### config.mk
export PLATFORM = sky130hd
export DESIGN_NAME = seg_bcd_scan
export DESIGN_NICKNAME = d
export VERILOG_FILES = /design/src/rtl/seg_bcd_scan.sv
export SDC_FILE = /design/constraint.sdc
export NUM_CORES = 1
export LEC_CHECK = 0
export ABC_AREA = 1
export BUFFER_PORTS_ARGS = -buffer_cell sky130_fd_sc_hd__buf_4
export CAP_MARGIN = 20
export CORE_MARGIN = 3
export CORE_UTILIZATION = 45
export DETAILED_ROUTE_END_ITERATION = 8
export PLACE_DENSITY = 0.66
export SLEW_MARGIN = 15
export SYNTH_ARGS = -nofsm -noshare
export SYNTH_HDL_FRONTEND = slang
export SYNTH_SLANG_ARGS = --single-unit
### constraint.sdc
create_clock -name clk -period 2 [get_ports clk]
set_input_delay 0.4 -clock clk [delete_from_list [all_inputs] [get_ports clk]]
set_output_delay 0.4 -clock clk [all_outputs]
set_load 0.005 [all_outputs]
### src/rtl/seg_bcd_scan.sv
// seg_bcd_scan: display back-end for an 8-bit CPU display register.
//   - Sequential double-dabble converts din (0..255) into three BCD digits,
//     one shift-add-3 iteration per clock; the result is committed to bcd
//     only once all 8 iterations are done.
//   - A free-running refresh counter time-multiplexes the three digits onto
//     one shared active-low segment bus.
//
// Handshake: none. din is a level. A conversion starts whenever din differs
// from the last captured value while idle; changes while busy are picked up
// once the current conversion has committed, so the newest value always wins.
//
// Optional build macro: SEG_LZB_EN enables leading-zero blanking of the
// hundreds and tens digits. bcd, busy and an are unaffected by it.
module seg_bcd_scan #(
  parameter int SCAN_DIV = 1000
) (
  input  logic        clk,
  input  logic        rst,
  input  logic [7:0]  din,
  output logic [7:0]  seg,
  output logic [2:0]  an,
  output logic [11:0] bcd,
  output logic        busy
);

  localparam int CW = (SCAN_DIV > 1) ? $clog2(SCAN_DIV) : 1;
  localparam logic [CW-1:0] SCAN_LAST = CW'(SCAN_DIV - 1);

  typedef enum logic {
    IDLE = 1'b0,
    CONV = 1'b1
  } state_t;

  // Conversion engine state
  state_t      state_q, state_d;
  logic [7:0]  last_din_q, last_din_d;
  logic [7:0]  sh_q, sh_d;
  logic [11:0] work_q, work_d;
  logic [2:0]  bit_cnt_q, bit_cnt_d;
  logic [11:0] bcd_q, bcd_d;
  logic        busy_q, busy_d;

  // Scan / display state
  logic [CW-1:0] scan_cnt_q;
  logic [1:0]    digit_q;
  logic [2:0]    an_q, an_d;
  logic [7:0]    seg_q, seg_d;

  // One double-dabble step: correct each nibble >= 5, then shift in sh MSB
  logic [11:0] work_adj;
  logic [11:0] work_shift;

  // Seven-segment code for one BCD digit; anything above 9 is blank.
  function automatic logic [7:0] seg_code(input logic [3:0] n);
    logic [7:0] c;
    case (n)
      4'd0:    c = 8'hC0;
      4'd1:    c = 8'hF9;
      4'd2:    c = 8'hA4;
      4'd3:    c = 8'hB0;
      4'd4:    c = 8'h99;
      4'd5:    c = 8'h92;
      4'd6:    c = 8'h82;
      4'd7:    c = 8'hF8;
      4'd8:    c = 8'h80;
      4'd9:    c = 8'h90;
      default: c = 8'hFF;
    endcase
    return c;
  endfunction

  function automatic logic [3:0] add3(input logic [3:0] n);
    return (n >= 4'd5) ? (n + 4'd3) : n;
  endfunction

  // Add-3 correction followed by the left shift of {work, sh}
  always_comb begin
    work_adj   = {add3(work_q[11:8]), add3(work_q[7:4]), add3(work_q[3:0])};
    work_shift = {work_adj[10:0], sh_q[7]};
  end

  // Conversion FSM: next-state and datapath
  always_comb begin
    state_d    = state_q;
    last_din_d = last_din_q;
    sh_d       = sh_q;
    work_d     = work_q;
    bit_cnt_d  = bit_cnt_q;
    bcd_d      = bcd_q;
    busy_d     = busy_q;
    case (state_q)
      IDLE: begin
        if (din != last_din_q) begin
          sh_d       = din;
          last_din_d = din;
          work_d     = 12'h000;
          bit_cnt_d  = 3'd0;
          busy_d     = 1'b1;
          state_d    = CONV;
        end
      end
      CONV: begin
        work_d    = work_shift;
        sh_d      = {sh_q[6:0], 1'b0};
        bit_cnt_d = bit_cnt_q + 3'd1;
        if (bit_cnt_q == 3'd7) begin
          // Eighth iteration: the freshly shifted value is the full result
          bcd_d   = work_shift;
          busy_d  = 1'b0;
          state_d = IDLE;
        end
      end
      default: begin
        state_d = IDLE;
        busy_d  = 1'b0;
      end
    endcase
  end

  // Conversion FSM: state register, asynchronous reset aborts any conversion
  always_ff @(posedge clk or posedge rst) begin
    if (rst) begin
      state_q    <= IDLE;
      last_din_q <= 8'h00;
      sh_q       <= 8'h00;
      work_q     <= 12'h000;
      bit_cnt_q  <= 3'd0;
      bcd_q      <= 12'h000;
      busy_q     <= 1'b0;
    end else begin
      state_q    <= state_d;
      last_din_q <= last_din_d;
      sh_q       <= sh_d;
      work_q     <= work_d;
      bit_cnt_q  <= bit_cnt_d;
      bcd_q      <= bcd_d;
      busy_q     <= busy_d;
    end
  end

  // Refresh counter and digit index; never stalls, even while converting
  always_ff @(posedge clk or posedge rst) begin
    if (rst) begin
      scan_cnt_q <= '0;
      digit_q    <= 2'd0;
    end else if (scan_cnt_q == SCAN_LAST) begin
      scan_cnt_q <= '0;
      digit_q    <= (digit_q == 2'd2) ? 2'd0 : (digit_q + 2'd1);
    end else begin
      scan_cnt_q <= scan_cnt_q + 1'b1;
    end
  end

  // Digit enable and segment pattern for the currently selected digit
  always_comb begin
    an_d = 3'b001;
    case (digit_q)
      2'd0:    an_d = 3'b001;
      2'd1:    an_d = 3'b010;
      2'd2:    an_d = 3'b100;
      default: an_d = 3'b001;
    endcase
    seg_d = 8'hFF;
    case (digit_q)
      2'd0: seg_d = seg_code(bcd_q[3:0]);
      2'd1: begin
`ifdef SEG_LZB_EN
        if (bcd_q[11:4] == 8'h00) seg_d = 8'hFF;
        else                      seg_d = seg_code(bcd_q[7:4]);
`else
        seg_d = seg_code(bcd_q[7:4]);
`endif
      end
      2'd2: begin
`ifdef SEG_LZB_EN
        if (bcd_q[11:8] == 4'h0) seg_d = 8'hFF;
        else                     seg_d = seg_code(bcd_q[11:8]);
`else
        seg_d = seg_code(bcd_q[11:8]);
`endif
      end
      default: seg_d = 8'hFF;
    endcase
  end

  // Registered display outputs, one cycle behind the digit index
  always_ff @(posedge clk or posedge rst) begin
    if (rst) begin
      an_q  <= 3'b001;
      seg_q <= 8'hC0;
    end else begin
      an_q  <= an_d;
      seg_q <= seg_d;
    end
  end

  assign seg  = seg_q;
  assign an   = an_q;
  assign bcd  = bcd_q;
  assign busy = busy_q;

endmodule

==> results list <==
- Setup violations remaining at the end of the flow were counted as 0.
- Row generation in the floorplan step produced 32 rows.
- Hold Path Class: in2async
- Area of the multi-input gates: 1780 um2
- Summing all flip-flop and latch instances after layout gives 1680 um2.
- Number of sinks driven by the clock tree: 67
* Number of warnings issued by yosys: 0
- Post-route worst setup slack: 0.433 ns
- Fin nets: 535
- Leftover overflow at the end of global routing: 0
- Filler cells: 732
* Part of the Yosys area used for sequential elements: 0.447
* Number of routed nets with antenna violations: 0
- Launching element type of the critical path: flip-flop
* Period utilisation layout: 0.784
- The synthesized design contains 67 register bits.
* Via count of the first global-routing pass: 2,894
* Ratio of routed vias to standard cells: 4.93
* Worst Setup Path Type: reg2reg
- The number of nets handed over by synthesis was 495.
- Avg WL per Cell: 12.5 um
- For the pin with the worst max-slew slack, the measured transition is 0.612 ns.
- Setup skew after layout: 0.00901 ns
* Number of distinct library cells after synthesis: 35
* Synthesized area divided by synthesized cell count: 8.27 um2
* Post-synth design cell area: 3750 um2
* Hold buffer count at CTS: 0
- Vert. Die Dim: 97.3 um
* Detailed placer's ending HPWL: 5560 um
- The detailed router finished its first iteration with 144 violations.
- DRC violations left: 0
- Hold is met by 0.0859 ns.
- DRT Pass-1 Iters: 4
- Share of Yosys cell area claimed by the top area cell type: 0.433
- Clock-pin slew on the worst setup and hold paths: 0.08 ns
- Sorting the synthesized cells by area gives the leading types as dfrtp_1 43%, nand2_1 13%, ha_1 10%.
- X dimension of the die: 97.3 um
- Setup repair after global routing left no endpoint under its margin.
- For this run, the top clock speed supported by timing is 638 MHz.
- I/O pin count: 34
- Layout cells sized above 1: 0.164
- Maximum buffer depth of the clock tree: 2
- Cts repair resizes: 0
- The congestion estimate from routability-driven global placement came to 0.863.
- Total routed wirelength: 7510 um
* CTS tree: built
- Rel. slew slack: 0.589
- Along the worst path, the maximum fanout reaches 4.
- Setup slack, reg-to-reg: 0.43 ns
- Root buffer selected by CTS: clkbuf_8
- Post-placement worst setup slack: 0.420 ns
- The number of antenna violations at the first check in global routing is 0.
- The flow ran to the end, and the final reports show no timing, DRC or antenna violations.
* Leakage power: 2.22 nW
- Synthesis handed over a netlist of 454 instances.
- The library cell used most frequently in the layout, excluding fill and tap cells, is nand2_1.
- Sum of internal, switching and leakage power: 6.27 mW
- The routed layout has 2,962 vias.
- Number of endpoints with negative hold slack in the final report: 0
* Endpoint class of the critical path: flip-flop
- Compared with the post-synthesis result, the final layout area differs by 15.6%.
- In this run the post-CTS setup repair buffer count came out at 0.
* H-tree Lvls: 3
- The first global-routing pass estimated 13,100 um of wire.
- The synthesized design spends more area on one cell type than any other, namely dfrtp_1.
- Summed over all failing endpoints, the final setup total negative slack is 0 ns.
- Source-to-sink clock delay at the later pin of the worst-skew pair: 0.34 ns
- VDD sags by at most 0.000710 V.
- Largest net degree at the start of global routing: 32
* Area of the core region: 7930 um2
- Worst path required time: 2.23 ns
- The final count of pins violating max slew was 0.
* Ratio of total power to cell area: 1450 nW/um2
* Commonest cells after routing, fill and taps aside: 127 x nand2_1, 65 x dfrtp_1, 55 x inv_1
* Clock period minus worst slack: 1.57 ns
- Number of buffers inserted by port buffering: 32
- CTS Buf Count: 9
* Initial core utilization: 0.473
- The floorplan step defined a die boundary enclosing 9470 um2.
* CP Data Arrival Time: 1.80 ns
- Number of inserted diodes: 0
- Number of violations of the max-capacitance limit: 0
- Combined global-route utilization of all metal layers: 0.168
## flip-flops by register name (all words and copies together) (netlist names), 3 cells and up
name        flops
bcd            12
work_q         12
last_din_q      8
bit_cnt_q       3
an              3
seg             7
sh_q            8
scan_cnt_q     10
## stage by stage
step / std cells / cell area [um2] / utilization
floorplan: 454 / 3760 / -
global placement: 585 / 4120 / 0.520
detailed placement: 585 / 4120 / 0.520
CTS: 601 / 4340 / 0.547
global route: 601 / 4340 / 0.547
finish: 601 / 4340 / 0.547
## layer usage
metal	GRT usage	up-vias	part of all wire	wire [um]
met2	0.279	56	0.47	3540
li1	-	1528	-	-
met4	0.0724	0	0.022	168
met1	0.211	1365	0.46	3490
met5	0	-	0	0
met3	0.0402	13	0.042	315
## critical path, stage by stage, from the launching register on
cell      delay [ns]
dfrtp_1         0.43
inv_1           0.11
ha_1            0.17
inv_1           0.04
nand2_1         0.10
nand3_1         0.14
o21ai_0         0.25
nor2_1          0.06
o21bai_1        0.15
## worst paths after layout
path / startpoint / to / cells after the start
setup / recovery: work_q[0]$_DFFE_PP0P_ / work_q[2]$_DFFE_PP0P_ / 8
hold / removal: rst / sh_q[2]$_DFFE_PP0P_ / 2
setup reg to reg: work_q[0]$_DFFE_PP0P_ / work_q[2]$_DFFE_PP0P_ / 8
hold reg to reg: scan_cnt_q[0]$_DFF_PP0_ / scan_cnt_q[0]$_DFF_PP0_ / 1
max in group asynchronous: rst / seg[6]$_DFF_PP1_ / 3
min in group clk: din[5] / last_din_q[5]$_DFFE_PP0P_ / 3
## power breakdown
group,internal [mW],switching (mW)
clock,0.696,0.528
combinational,1.14,1.54
sequential,1.88,0.482
## cells in the mapped netlist
cell type and n:
nand4_1 3, dfstp_2 2, clkbuf_1 2, nand2_2 2, dfrtp_1 65, inv_2 2, nand2_4 1, inv_1 56
or2_2 1, nor3b_1 2, o2111ai_1 1, a21oi_1 11, buf_4 1, o21bai_1 2, conb_1 1, buf_6 3
nor2_2 3, ha_1 31, clkinv_2 1, a31oi_2 1, nand3_2 1, nor3_1 4, a21oi_2 1, o211ai_1 4
nand3_1 33, nor4_4 1, nor4_1 1, nor2_1 23, xnor2_1 5, xor2_1 4, o21ai_0 45, clkbuf_2 2
o21ai_2 10, nand2_1 127, buf_2 2
## kinds of logic (layout without fill, tap and decap cells)
family          count (synthesis)  after routing  share of synthesized area
compound gates                 75             75                      0.118
xor+xnor                        9              9                     0.0210
fa+ha+maj                      31             31                      0.103
buf+inv                        69            114                     0.0777
flops                          67             67                      0.447
other cells                     1              1                   0.000999
simple gates                  202            202                      0.231
## area by class of cell
class / instances / share of cell area
multi-input cells: 318 / 0.411
flip-flops and latches: 67 / 0.387
well taps: 102 / 0.0294
clock buffers: 9 / 0.0286
repair buffers: 39 / 0.0704
inverters: 59 / 0.0522
clock inverters: 7 / 0.0214
(Power assumes the default switching activity.)
